### config.mk
export PLATFORM = sky130hd
export DESIGN_NAME = load_store_unit
export DESIGN_NICKNAME = d
export VERILOG_FILES = /design/src/rtl/load_store_unit.sv
export SDC_FILE = /design/constraint.sdc
export NUM_CORES = 1
export LEC_CHECK = 0
export ABC_CLOCK_PERIOD_IN_PS = 1800
export CAP_MARGIN = 20
export CORE_MARGIN = 2
export CORE_UTILIZATION = 27
export DETAILED_ROUTE_END_ITERATION = 16
export HOLD_SLACK_MARGIN = 0.03
export SYNTH_ARGS = -nofsm -noshare
export SYNTH_HDL_FRONTEND = slang
export SYNTH_SLANG_ARGS = --single-unit
### constraint.sdc
create_clock -name clk -period 1.8 [get_ports clk]
set_clock_uncertainty 0.1 [all_clocks]
set_input_delay 0.18 -clock clk [delete_from_list [all_inputs] [get_ports clk]]
set_output_delay 0.18 -clock clk [all_outputs]
set_load 0.1 [all_outputs]
### src/rtl/load_store_unit.sv
// Load/store unit between the CPU datapath and a word-organised data memory:
// sub-word load extraction, read-modify-write sub-word stores, sticky fault capture.
module load_store_unit #(
  parameter int unsigned ADDR_BITS = 16
) (
  input  logic        clk,
  input  logic        rst_n,
  input  logic        req,
  input  logic        we,
  input  logic [2:0]  funct3,
  input  logic [31:0] addr,
  input  logic [31:0] wdata,
  output logic [31:0] rdata,
  output logic        stall,
  input  logic        fault_clr,
  output logic        fault,
  output logic [31:0] fault_addr,
  output logic [31:0] mem_A,
  output logic [31:0] mem_WD,
  output logic        mem_WE,
  input  logic [31:0] mem_RD
);

  typedef enum logic {
    IDLE,
    WRITE
  } state_t;

  localparam logic [2:0] F3_B  = 3'b000;
  localparam logic [2:0] F3_H  = 3'b001;
  localparam logic [2:0] F3_W  = 3'b010;
  localparam logic [2:0] F3_BU = 3'b100;
  localparam logic [2:0] F3_HU = 3'b101;

  // Any set bit in this mask puts the access outside the addressable range.
  localparam logic [31:0] RANGE_MASK = ~((32'd1 << ADDR_BITS) - 32'd1);

  state_t      state_q, state_d;
  logic [31:0] merge_q, merge_d;
  logic [31:0] saved_addr_q, saved_addr_d;
  logic        fault_q, fault_d;
  logic [31:0] fault_addr_q, fault_addr_d;

  logic        is_b, is_h, is_w, legal;
  logic        misaligned, out_of_range, bad;
  logic [7:0]  lane_byte;
  logic [15:0] lane_half;
  logic [31:0] load_data;
  logic [31:0] merged;

  always_comb begin
    is_b         = (funct3 == F3_B) || (funct3 == F3_BU);
    is_h         = (funct3 == F3_H) || (funct3 == F3_HU);
    is_w         = (funct3 == F3_W);
    legal        = is_b || is_h || is_w;
    misaligned   = (is_h && addr[0]) || (is_w && (addr[1:0] != 2'b00));
    out_of_range = |(addr & RANGE_MASK);
    bad          = !legal || misaligned || out_of_range;
  end

  always_comb begin
    case (addr[1:0])
      2'd0:    lane_byte = mem_RD[7:0];
      2'd1:    lane_byte = mem_RD[15:8];
      2'd2:    lane_byte = mem_RD[23:16];
      default: lane_byte = mem_RD[31:24];
    endcase
    lane_half = addr[1] ? mem_RD[31:16] : mem_RD[15:0];
  end

  always_comb begin
    case (funct3)
      F3_B:    load_data = {{24{lane_byte[7]}}, lane_byte};
      F3_BU:   load_data = {24'd0, lane_byte};
      F3_H:    load_data = {{16{lane_half[15]}}, lane_half};
      F3_HU:   load_data = {16'd0, lane_half};
      default: load_data = mem_RD;
    endcase
  end

  always_comb begin
    merged = mem_RD;
    if (is_b) begin
      case (addr[1:0])
        2'd0:    merged[7:0]   = wdata[7:0];
        2'd1:    merged[15:8]  = wdata[7:0];
        2'd2:    merged[23:16] = wdata[7:0];
        default: merged[31:24] = wdata[7:0];
      endcase
    end else if (addr[1]) begin
      merged[31:16] = wdata[15:0];
    end else begin
      merged[15:0] = wdata[15:0];
    end
  end

  always_comb begin
    state_d      = state_q;
    merge_d      = merge_q;
    saved_addr_d = saved_addr_q;
    fault_d      = fault_q;
    fault_addr_d = fault_addr_q;
    stall        = 1'b0;
    rdata        = '0;
    mem_A        = addr;
    mem_WD       = '0;
    mem_WE       = 1'b0;

    if (fault_clr) begin
      fault_d      = 1'b0;
      fault_addr_d = '0;
    end

    case (state_q)
      IDLE: begin
        if (req) begin
          if (bad) begin
            // A clear in the same cycle does not hide a new fault.
            if (!fault_q || fault_clr) begin
              fault_d      = 1'b1;
              fault_addr_d = addr;
            end
          end else if (!we) begin
            rdata = load_data;
          end else if (is_w) begin
            mem_WE = 1'b1;
            mem_WD = wdata;
          end else begin
            stall        = 1'b1;
            merge_d      = merged;
            saved_addr_d = {addr[31:2], 2'b00};
            state_d      = WRITE;
          end
        end
      end
      WRITE: begin
        mem_A   = saved_addr_q;
        mem_WD  = merge_q;
        mem_WE  = 1'b1;
        state_d = IDLE;
      end
      default: state_d = IDLE;
    endcase
  end

  always_ff @(posedge clk or negedge rst_n) begin
    if (!rst_n) begin
      state_q      <= IDLE;
      merge_q      <= '0;
      saved_addr_q <= '0;
      fault_q      <= 1'b0;
      fault_addr_q <= '0;
    end else begin
      state_q      <= state_d;
      merge_q      <= merge_d;
      saved_addr_q <= saved_addr_d;
      fault_q      <= fault_d;
      fault_addr_q <= fault_addr_d;
    end
  end

  assign fault      = fault_q;
  assign fault_addr = fault_addr_q;

endmodule

## Yosys cells after proc, flatten, opt, wreduce, memory -nomap -nowiden

Cells that the tools add are included.

- Flip-flop bits (word level): 96
- Bits in latches: 0
- Memory bits (writable): 0
- ROM bits: 0
- Input port bits: 104
- Logic and storage cells: 73
- Memories: 0

- Add/subtract/negate cells: 0
- Multipliers: 0
- Div/mod/pow operators: 0
- Order comparisons: 0
- Equal/unequal tests: 6
- Shift-type cells: 0
- Mux-type cells: 41
- Bitwise gates (word level): 3
- Reduce and logical (&&, ||, !) cells: 18

Operators by type and width:

| operator | count |
|---|---|
| $mux 32 | 15 |
| $pmux 32 s4 | 1 |
| $pmux 32 s2 | 1 |
| $mux 16 | 3 |
| $mux 8 | 4 |
| $pmux 8 s3 | 1 |
| $reduce_or 16->1 | 1 |
| $mux 1 | 14 |
| $logic_or 1x1->1 | 8 |
| $eq 3x3->1 const B | 2 |
| $reduce_and 5->1 | 1 |
| $pmux 1 s2 | 2 |
| $eq 3x1->1 const B | 1 |
| $eq 3x2->1 const B | 1 |
| $logic_not 3->1 | 1 |
| $not 1->1 | 3 |
| $reduce_or 3->1 | 1 |
| $eq 2x1->1 const B | 1 |
| $eq 2x2->1 const B | 1 |
| $logic_and 1x1->1 | 2 |
| $logic_not 1->1 | 2 |
| $logic_not 2->1 | 1 |
| $reduce_bool 2->1 | 1 |

## Logic depth before layout (Yosys ltp)

Gate-level depths: netlist (run 1).

- Depth after elaboration: 10
- Mapped depth: 7

## Worst setup path after synthesis (run 1)

OpenSTA, ideal clock, no wires.

- Path type: input port to output port
- From: input port funct3[0]
- To: output port mem_WD[0]
- Arrival: 3.451 ns
- Slack: -1.931 ns
- Stages: 5
- Buffers on the path: 1
- Cells stage by stage: buf_2 > nor4_4 > nor2_1 > or4_4 > o21ai_0

- Word-level cells in the longest chain between the ends: 10
- Elaborated cells between the ends (all ways): 20

Ends and longest elaborated chain:

| what | line | RTL |
|---|---|---|
| from (decl) | 10 | `input logic [2:0] funct3,` |
| $eq 3x3->1, or another cell as far along | 52 | `is_b = (funct3 == F3_B) \|\| (funct3 == F3_BU);` |
| $logic_or 1x1->1, on equally long branches | 52, 53 |  |
| $logic_or 1x1->1 (2 in a row) | 55 | `legal = is_b \|\| is_h \|\| is_w;` |
| $logic_not 1->1 | 58 | `bad = !legal \|\| misaligned \|\| out_of_range;` |
| $logic_or 1x1->1 (2 in a row) | 58 |  |
| $mux 32 * | 117 | `if (bad) begin` |
| $mux 32 * | 116 | `if (req) begin` |
| $pmux 32 s2 * | 114 | `case (state_q)` |
| to (decl) | 19 | `output logic [31:0] mem_WD,` |

Every way passes the cells marked *; elsewhere a longest branch is shown, timed or not.

## Worst setup path after layout (run 1)

- From: input port funct3[2]
- To: output port mem_WD[23]

The elaborated chain is that of the path after synthesis.

==> results.toml, run 1 <==
[cts]
clock-root-buffer = "sky130_fd_sc_hd__clkbuf_16"
cts_made_buffers = 9
cts_buffer_depth = 2
clock_tree.htree_level_count = 3
worst_setup_hold_path_clk_slew_ps = 70
clkLatencyLatePin_ps = 350
cts_tree = "yes"
cts.sinks = 96

[yosys]
synth.ff_latch_count = 96
synth_top_flop_cell = "sky130_fd_sc_hd__dfrtp_1"
synth.yosys.warnings = 0
biggest_area_consumer_among_synthesized_cells = "sky130_fd_sc_hd__dfrtp_1"
post_synth_num_cell_types = 38
mappedNetlistArea_um2 = 5880
syn-mean-instance-area_um2 = 10.2
synth.area.top_cells = "sky130_fd_sc_hd__dfrtp_1 41%, sky130_fd_sc_hd__mux2_2 17%, sky130_fd_sc_hd__a22o_1 8.2%"
netlist.area_leader.share_pct = 40.8
synthCells = 576
synth-edff-count = 0
synthArstFlopShare_pct = 100
synth.yosys.seq_area_share_pct = 40.8
synth_nets = 680

[placed_design]
place_inst = 1129
gp_congestion = 0.883
dp_hpwl_um = 17700
port-buffer-count = 234

[global_route]
grt_use_met2_pct = 39.5
grt_remaining_overflow = 0
grt_start_max_net_pins = 41
number_of_antenna_violations_at_the_first_check_in_global_routing = 3
number_of_global_route_vias_before_repair = 6445
global_route.usage.met1_pct = 31.6
gr-usage-all-layers_pct = 23.4
grt_first_pass_wirelength_um = 40300
top_usage_layer = "met2"
fraction_of_met3_tracks_used_by_global_routing_pct = 3.08

[finish]
regArea_um2 = 2410
final_cell_count_no_fill = 1194
multi_input_comb_area_um2 = 4300
fill_cells = 1705
most_common_cell_after_layout_fill_and_taps_aside = "sky130_fd_sc_hd__buf_12"
drive_above_1_share_pct = 54.0
highest_count_cells_in_the_layout_ignoring_fill_and_taps = "127 x sky130_fd_sc_hd__buf_12, 102 x sky130_fd_sc_hd__buf_4, 94 x sky130_fd_sc_hd__dfrtp_1"
layout.nets = 1016
synthToLayoutAreaGrowth_pct = 114
finish.utilization_pct = 59.2

[power_and_ir_drop]
seqPwrFrac_pct = 32.3
largest_vdd_supply_drop_mv = 0.639
internal_power_mw = 4.62
sw_frac_of_total_pct = 34.2
part_of_the_power_in_combinational_logic_pct = 33.4
clock_power_share_pct = 34.2
report.power.total_mw = 7.03
powerDensity_nw_per_um2 = 559
static-leakage-power_nw = 5.35
power.switching_mw = 2.41

[floorplanning]
chipWidth_um = 152
core_um2 = 21200
initial_utilization_pct = 27.7
chipHeight_um = 152
top_level_ports = 235
core.rowCount = 53
die_area_um2 = 23000

[sta]
maxSlewHeadroom_pct = 62.6
fin_crit_sh_pct = 130
timing.fmax_mhz = 428
rsz_0062_raised_after_global_routing = "true"
tightestPinTransition_ps = 561
layout_min_cycle_time_ps = 2340
hold_violations = 0
final_setup_margin_ps = -539
fin_worst_hold_slack_ps = 50.1
drv_slew = 0
total_setup_violations_reported_at_the_end_of_the_flow = 191

[min_path]
min_path_type = "in2reg"

[route]
post_drt_via_cell_ratio = 5.05
vias = 6026
drt_first_iter_violations = 291
ant_nets = 0
dr.pass1.iters = 5
drt-total-wl_um = 26700
route.detailed.wl_per_inst_um = 22.4
post-route-drc-count = 0

[setup_path]
setup.worst_path.class = "in2out"
startpoint_type = "input pin"
critPathRequiredTime_ps = 1520
critPathCaptureType = "output pin"
worst-endpoint-arrival_ps = 2060
worst-path-max-fanout = 8
reg2reg_slack_ps = -350

[outcome]
failed_checks = "setup timing"
outcome = "finished, violations left"

[flow_run]
max_cap_viol_count = 0
[cell usage after synthesis (2+ instances only)]
cell type                   n
sky130_fd_sc_hd__nor4_2     4
sky130_fd_sc_hd__clkbuf_1  28
sky130_fd_sc_hd__nand3_1    4
sky130_fd_sc_hd__mux2_1     7
sky130_fd_sc_hd__nor2_1     6
sky130_fd_sc_hd__nand2b_1  37
sky130_fd_sc_hd__nor2b_1   38
sky130_fd_sc_hd__mux2_2    87
sky130_fd_sc_hd__a21oi_1   21
sky130_fd_sc_hd__o211ai_1   5
sky130_fd_sc_hd__o21ai_2   30
sky130_fd_sc_hd__nand2_1   59
sky130_fd_sc_hd__inv_1      4
sky130_fd_sc_hd__a21o_1     4
sky130_fd_sc_hd__or2_2      2
sky130_fd_sc_hd__buf_6      3
sky130_fd_sc_hd__buf_2     16
sky130_fd_sc_hd__a22o_1    55
sky130_fd_sc_hd__a22oi_1    7
sky130_fd_sc_hd__o21ai_0   20
sky130_fd_sc_hd__a211oi_1   2
sky130_fd_sc_hd__nor3_1    16
sky130_fd_sc_hd__o21ai_1    3
sky130_fd_sc_hd__mux2i_1    9
sky130_fd_sc_hd__dfrtp_1   96
[critical path: stages]
cell and delay [ps]:
sky130_fd_sc_hd__clkdlybuf4s15_2 240, sky130_fd_sc_hd__or3b_4 400, sky130_fd_sc_hd__or4_4 570, sky130_fd_sc_hd__buf_12 170
sky130_fd_sc_hd__buf_16 150, sky130_fd_sc_hd__o21ai_4 150, sky130_fd_sc_hd__buf_12 190
[cell families (layout without fill, tap and decap cells)]
group                  count (synthesis)  after routing  share of synthesized area (%)
AND/OR/NAND/NOR                      173            173                           16.2
AO/OA/AOI/OAI                        152            152                           19.4
multiplexers                         103            103                           19.5
flip-flops                            96             96                           40.8
buffers and inverters                 52            392                           4.04
other                                  0              3                              0
[cell type report]
| class | instances | share of cell area (%) |
|---|---|---|
| antenna | 3 | 0.0597 |
| clock buffer | 9 | 1.79 |
| clock inverter | 6 | 1.10 |
| inverter | 4 | 0.119 |
| multi-input combinational | 428 | 34.2 |
| sequential | 96 | 19.2 |
| tap | 275 | 2.74 |
| timing repair buffer | 373 | 40.8 |
[through the flow]
step                      instance area [um2]  TNS (ps)  setup WS [ps]
after detailed placement                11100   -110470           -952
after CTS                               12400    -44570           -577
after floorplan                          6900    -27870           -528
after global placement                  11100   -103860           -893
after global routing                    12600    -61680           -607
final                                   12600    -51750           -539
[repair_timing]
item,CTS,global route
endpoints found under the hold margin,32,0
hold buffers,3,0
pin swaps,28,19
endpoints found under the setup margin,192,190
setup buffers,20,11
cloned,18,6
resized for setup,153,39
[worst paths after layout]
check / start / to / cells past startpoint
hold reg to reg: saved_addr_q[20]$_DFFE_PN0P_ / saved_addr_q[20]$_DFFE_PN0P_ / 1
hold / removal: addr[30] / fault_addr[30]$_DFF_PN0_ / 3
min in group asynchronous: rst_n / fault_addr[8]$_DFF_PN0_ / 2
setup reg to reg: state_q$_DFF_PN0_ / saved_addr_q[12]$_DFFE_PN0P_ / 10
max in group asynchronous: rst_n / saved_addr_q[30]$_DFFE_PN0P_ / 3
setup / recovery: funct3[2] / mem_WD[23] / 7
[flip-flops by register name (all words and copies together) (netlist names)]
| name | cells |
|---|---|
| saved_addr_q | 30 |
| state_q | 1 |
| merge_q | 32 |
| fault_addr | 32 |
| fault | 1 |
[per-layer routing]
layer / routed length [um] / vias to the layer above
met5: 0 / -
li1: - / 2761
met2: 13100 / 193
met4: 655 / 0
met1: 11800 / 3034
met3: 1130 / 38
[power by group through the flow]
stage / combinational (mW) / sequential (mW) / clock [mW]
2_1_floorplan: 0.784 / 2.79 / 0
3_3_place_gp: 2.21 / 2.31 / 0
3_5_place_dp: 2.22 / 2.31 / 0
4_1_cts: 2.34 / 2.27 / 2.46
5_1_grt: 2.45 / 2.28 / 2.55
6_report: 2.35 / 2.27 / 2.40
Power figures use the tool's default switching activity.
==> run 2, diff against run 1 <==
--- a/config.mk
+++ b/config.mk
@@ -7,10 +7,14 @@
 export LEC_CHECK = 0
 export ABC_CLOCK_PERIOD_IN_PS = 1800
 export CAP_MARGIN = 20
+export CELL_PAD_IN_SITES_DETAIL_PLACEMENT = 1
+export CELL_PAD_IN_SITES_GLOBAL_PLACEMENT = 2
 export CORE_MARGIN = 2
-export CORE_UTILIZATION = 27
+export CORE_UTILIZATION = 23
+export CTS_BUF_LIST = sky130_fd_sc_hd__clkbuf_16
 export DETAILED_ROUTE_END_ITERATION = 16
 export HOLD_SLACK_MARGIN = 0.03
+export PLACE_DENSITY_LB_ADDON = 0.1
 export SYNTH_ARGS = -nofsm -noshare
 export SYNTH_HDL_FRONTEND = slang
 export SYNTH_SLANG_ARGS = --single-unit
==> results.toml, run 2 (same netlist as run 1, synthesis figures left out) <==
[outcome]
outcome = "finished, violations left"
failed_checks = "setup timing"

[min_path]
min_path_type = "in2reg"

[finish]
most_common_cell_after_layout_fill_and_taps_aside = "sky130_fd_sc_hd__buf_12"
regArea_um2 = 2410
finish.utilization_pct = 49.9
layout.nets = 1014
drive_above_1_share_pct = 54.4
multi_input_comb_area_um2 = 4320
highest_count_cells_in_the_layout_ignoring_fill_and_taps = "127 x sky130_fd_sc_hd__buf_12, 94 x sky130_fd_sc_hd__dfrtp_1, 93 x sky130_fd_sc_hd__buf_4"
synthToLayoutAreaGrowth_pct = 113
fill_cells = 2582

[cts]
clock_tree.htree_level_count = 3
cts_buffer_depth = 2
cts_tree = "yes"
worst_setup_hold_path_clk_slew_ps = 80
clock-root-buffer = "sky130_fd_sc_hd__clkbuf_16"
cts.sinks = 96
clkLatencyLatePin_ps = 350
cts_made_buffers = 9

[sta]
fin_crit_sh_pct = 130
final_setup_margin_ps = -532
maxSlewHeadroom_pct = 67.6
drv_slew = 0
rsz_0062_raised_after_global_routing = "true"
hold_violations = 0
total_setup_violations_reported_at_the_end_of_the_flow = 186
layout_min_cycle_time_ps = 2330
tightestPinTransition_ps = 486
timing.fmax_mhz = 429

[floorplanning]
initial_utilization_pct = 23.4
chipWidth_um = 164
core_um2 = 25100
die_area_um2 = 26900
top_level_ports = 235
core.rowCount = 58
chipHeight_um = 164

[placed_design]
port-buffer-count = 234
gp_congestion = 0.803
dp_hpwl_um = 19600
dp_slack_ps = -1020

[route]
route.detailed.wl_per_inst_um = 22.9
drt_first_iter_violations = 199
vias = 5975
dr.pass1.iters = 4
post-route-drc-count = 0
post_drt_via_cell_ratio = 4.80
ant_nets = 0
drt-total-wl_um = 28600

[setup_path]
setup.worst_path.class = "in2out"
cp_top_family = "buffers and inverters"
worst-endpoint-arrival_ps = 2050
most_used_cell_along_the_critical_path = "sky130_fd_sc_hd__buf_12"
critPathCaptureType = "output pin"
timing.critical_path.slowest_cell_delay_ps = 570
worst-path-buf-inv = 4
slowest_stage = "sky130_fd_sc_hd__or4_4"
crit_chain = "clkdlybuf4s50_1 > nand2_1 > or4_4 > buf_12 > buf_12 > o21ai_4 > buf_12"
worst-path-max-fanout = 6
startpoint_type = "input pin"
critPathRequiredTime_ps = 1520

[power_and_ir_drop]
seqPwrFrac_pct = 33.8
largest_vdd_supply_drop_mv = 0.544
power.switching_mw = 2.50
clock_power_share_pct = 31.4
sw_frac_of_total_pct = 37.2
internal_power_mw = 4.23
powerDensity_nw_per_um2 = 537
static-leakage-power_nw = 5.32
part_of_the_power_in_combinational_logic_pct = 34.9

[global_route]
grt_remaining_overflow = 0
grt_start_max_net_pins = 42
grt_first_pass_wirelength_um = 43300
number_of_antenna_violations_at_the_first_check_in_global_routing = 1
gr-usage-all-layers_pct = 21.5
number_of_global_route_vias_before_repair = 6789

[flow_run]
max_cap_viol_count = 0
[run 2: path summary, 6_finish.rpt]
path	startpoint	end	slack, ps	cells past startpoint
setup / recovery	we	mem_WD[7]	-530	7
hold reg to reg	saved_addr_q[19]$_DFFE_PN0P_	saved_addr_q[19]$_DFFE_PN0P_	410	1
max in group asynchronous	rst_n	merge_q[12]$_DFFE_PN0P_	730	3
setup reg to reg	state_q$_DFF_PN0_	merge_q[7]$_DFFE_PN0P_	-260	9
min in group asynchronous	rst_n	fault_addr[7]$_DFF_PN0_	220	2
hold / removal	addr[24]	fault_addr[24]$_DFF_PN0_	50	3
[run 2: power groups by stage]
stage                     registers [mW]  clock network (mW)  logic (mW)
after floorplan                     2.79                   0       0.784
after global placement              2.31                   0        2.19
after detailed placement            2.31                   0        2.22
after CTS                           2.27                2.19        2.35
after global routing                2.28                2.25        2.45
final                               2.27                2.11        2.35
[run 2: final cells by class]
type / count / share of cell area, %
multi-input combinational: 428 / 34.5
timing repair buffer: 371 / 40.3
sequential: 96 / 19.2
antenna: 1 / 0.0200
clock buffer: 9 / 1.80
inverter: 4 / 0.120
tap: 330 / 3.29
clock inverter: 7 / 0.798
[run 2: timing repair]
action                                 4_1_cts  5_1_grt
resized for setup                          175       28
setup endpoints to repair                  192      186
buffers inserted                            25       11
cloned                                      22        2
pin swaps                                   45       22
hold buffers                                 5        1
endpoints found under the hold margin       35        1
[run 2: metrics by stage]
stage | std cells | TNS [ps] | hold slack, ps | area [um2] | power, mW
final | 1246 | -51280 | 46.9 | 12500 | 6.73
after global routing | 1245 | -61600 | 55.4 | 12500 | 6.98
after CTS | 1242 | -50470 | -58.8 | 12600 | 6.81
after detailed placement | 1175 | -113440 | 64.2 | 11000 | 4.53
after global placement | 1175 | -108920 | 59.2 | 11000 | 4.50
after floorplan | 576 | -27870 | -216 | 6900 | 3.58
[run 2: worst register-to-register path, cell delays in order, from the launching register on]
cell and delay [ps]:
sky130_fd_sc_hd__dfrtp_4 500, sky130_fd_sc_hd__nor2b_4 160, sky130_fd_sc_hd__buf_6 110, sky130_fd_sc_hd__buf_6 90
sky130_fd_sc_hd__nand3_4 80, sky130_fd_sc_hd__nor3_4 170, sky130_fd_sc_hd__buf_6 160, sky130_fd_sc_hd__buf_12 130
sky130_fd_sc_hd__buf_16 130, sky130_fd_sc_hd__mux2_4 300
[run 2: per-layer routing]
| metal | routed length, um | track usage [%] | vias to the layer above | share of wire [%] |
|---|---|---|---|---|
| li1 | - | - | 2755 | - |
| met1 | 12600 | 28.3 | 3057 | 44 |
| met2 | 14500 | 37.3 | 139 | 51 |
| met3 | 1100 | 3.36 | 24 | 3.9 |
| met4 | 379 | 4.35 | 0 | 1.3 |
| met5 | 0 | 0 | - | 0 |
==> run 3, diff against run 2 <==
--- a/config.mk
+++ b/config.mk
@@ -15,6 +15,7 @@
 export DETAILED_ROUTE_END_ITERATION = 16
 export HOLD_SLACK_MARGIN = 0.03
 export PLACE_DENSITY_LB_ADDON = 0.1
+export SETUP_SLACK_MARGIN = 0.05
 export SYNTH_ARGS = -nofsm -noshare
 export SYNTH_HDL_FRONTEND = slang
 export SYNTH_SLANG_ARGS = --single-unit
==> results.toml, run 3 (same netlist as run 1, synthesis figures left out) <==
[outcome]
outcome = "finished, violations left"
failed_checks = "setup timing"

[power_and_ir_drop]
powerDensity_nw_per_um2 = 531
power.switching_mw = 2.49
internal_power_mw = 4.22
largest_vdd_supply_drop_mv = 0.537
static-leakage-power_nw = 5.38
seqPwrFrac_pct = 33.9
clock_power_share_pct = 30.5
report.power.total_mw = 6.71
part_of_the_power_in_combinational_logic_pct = 35.6
sw_frac_of_total_pct = 37.1

[route]
ant_nets = 0
post-route-drc-count = 0
route.detailed.wl_per_inst_um = 23.5
post_drt_via_cell_ratio = 4.84
drt_first_iter_violations = 262
vias = 6089
drt-total-wl_um = 29600
dr.pass1.iters = 4

[global_route]
grt_start_max_net_pins = 37
grt_first_pass_wirelength_um = 42300
gr-usage-all-layers_pct = 21.2
number_of_global_route_vias_before_repair = 6730
grt_remaining_overflow = 0
number_of_antenna_violations_at_the_first_check_in_global_routing = 2

[finish]
most_common_cell_after_layout_fill_and_taps_aside = "sky130_fd_sc_hd__buf_12"
layout.nets = 1026
fill_cells = 2545
synthToLayoutAreaGrowth_pct = 115
final_cell_count_no_fill = 1259
highest_count_cells_in_the_layout_ignoring_fill_and_taps = "130 x sky130_fd_sc_hd__buf_12, 102 x sky130_fd_sc_hd__buf_4, 94 x sky130_fd_sc_hd__dfrtp_1"
drive_above_1_share_pct = 55.0

[setup_path]
worst-endpoint-arrival_ps = 2010
worst-path-max-fanout = 8
timing.reg2reg.worst_path_depth = 9
startpoint_type = "input pin"
r2r-start = "state_q$_DFF_PN0_"
setup.worst_path.end = "mem_WD[4]"
critical_path.startpoint = "addr[23]"
setup.worst_path.class = "in2out"
crit-reg2reg-capture = "saved_addr_q[9]$_DFFE_PN0P_"
reg2reg_slack_ps = -290
critPathCaptureType = "output pin"
critPathRequiredTime_ps = 1520

[cts]
cts_tree = "yes"
clock_tree.htree_level_count = 3
cts_made_buffers = 9
cts_buffer_depth = 2
clkLatencyLatePin_ps = 350
clock-root-buffer = "sky130_fd_sc_hd__clkbuf_16"
cts.sinks = 96
worst_setup_hold_path_clk_slew_ps = 70

[flow_run]
max_cap_viol_count = 0

[sta]
hold_violations = 0
rsz_0062_raised_after_global_routing = "true"
drv_slew = 0
fin_crit_sh_pct = 127
final_setup_margin_ps = -490
total_setup_violations_reported_at_the_end_of_the_flow = 188
maxSlewHeadroom_pct = 58.8
tightestPinTransition_ps = 618
timing.fmax_mhz = 437
layout_min_cycle_time_ps = 2290

[floorplanning]
core.rowCount = 58
top_level_ports = 235
chipHeight_um = 164
chipWidth_um = 164
initial_utilization_pct = 23.4
die_area_um2 = 26900
core_um2 = 25100

[min_path]
min_path_type = "in2reg"
hold_path.startpoint = "addr[17]"

[placed_design]
port-buffer-count = 234
gp_congestion = 0.849
dp_hpwl_um = 20600
place_inst = 1196
[run 3: cell types whose count changed in the layout (fill, tap and decap cells not counted), sizes merged]
cell / delta
clkdlybuf4s15: -2
clkbuf: +1
buf: +15
diode: +1
nand2: +1
bufbuf: +1
dlygate4sd3: -4
dlymetal6s2s: +1
clkdlybuf4s50: -3
dlygate4sd2: +2
[run 3: worst max-delay path: stages]
cell and delay (ps):
sky130_fd_sc_hd__buf_8 100, sky130_fd_sc_hd__nor4_4 290, sky130_fd_sc_hd__nand4_1 180, sky130_fd_sc_hd__or4_4 660, sky130_fd_sc_hd__buf_16 220, sky130_fd_sc_hd__o21ai_4 170
sky130_fd_sc_hd__buf_12 190
[run 3: cell type report]
class / count / area, um2 / share of cell area [%]
repair buffers: 382 / 5140 / 40.7
multi-input cells: 429 / 4340 / 34.3
flip-flops and latches: 96 / 2410 / 19.1
well taps: 330 / 413 / 3.27
clock buffers: 9 / 225 / 1.78
clock inverters: 7 / 87.6 / 0.693
inverters: 4 / 15.0 / 0.119
diodes: 2 / 5.00 / 0.0396
[run 3: stage by stage]
step	instance area (um2)	TNS [ps]	worst slack [ps]	hold slack [ps]	utilization (%)
after floorplan	6930	-28320	-528	-216	-
after global placement	11300	-98240	-830	100	45.0
after detailed placement	11300	-101220	-863	108	45.0
after CTS	12400	-46770	-549	45.4	49.4
after global routing	12600	-61310	-562	55.4	50.3
final	12600	-49100	-490	54.0	50.3
[run 3: power by group through the flow]
stage,Clock (mW),Combinational (mW),Sequential [mW]
after CTS,2.11,2.34,2.27
after global placement,0,2.24,2.31
final,2.05,2.38,2.28
after global routing,2.19,2.48,2.29
after detailed placement,0,2.27,2.31
after floorplan,0,0.785,2.79
[run 3: worst min-delay path by stage]
stage | to | slack [ps] | cells past startpoint
3_5_place_dp | merge_q[9]$_DFFE_PN0P_ | 110 | 1
6_report | fault_addr[17]$_DFF_PN0_ | 50 | 3
4_1_cts | fault_addr[17]$_DFF_PN0_ | 50 | 3
5_1_grt | fault_addr[17]$_DFF_PN0_ | 60 | 3
3_3_place_gp | merge_q[8]$_DFFE_PN0P_ | 100 | 1
2_1_floorplan | fault$_DFF_PN0_ | -220 | 0
[run 3: metal layers]
layer | up-vias | GRT usage [%] | routed length (um)
met5 | - | 0 | 0
met1 | 3091 | 25.4 | 11900
met4 | 0 | 6.58 | 635
met2 | 201 | 38.0 | 15400
met3 | 29 | 4.42 | 1600
li1 | 2768 | - | -
[run 3: what timing repair did]
item	CTS	global route
endpoints found under the setup margin	192	192
buffers inserted	22	12
hold buffers	1	1
pin swaps	17	31
endpoints found under the hold margin	32	1
gates resized for setup	145	68
gates cloned	13	8
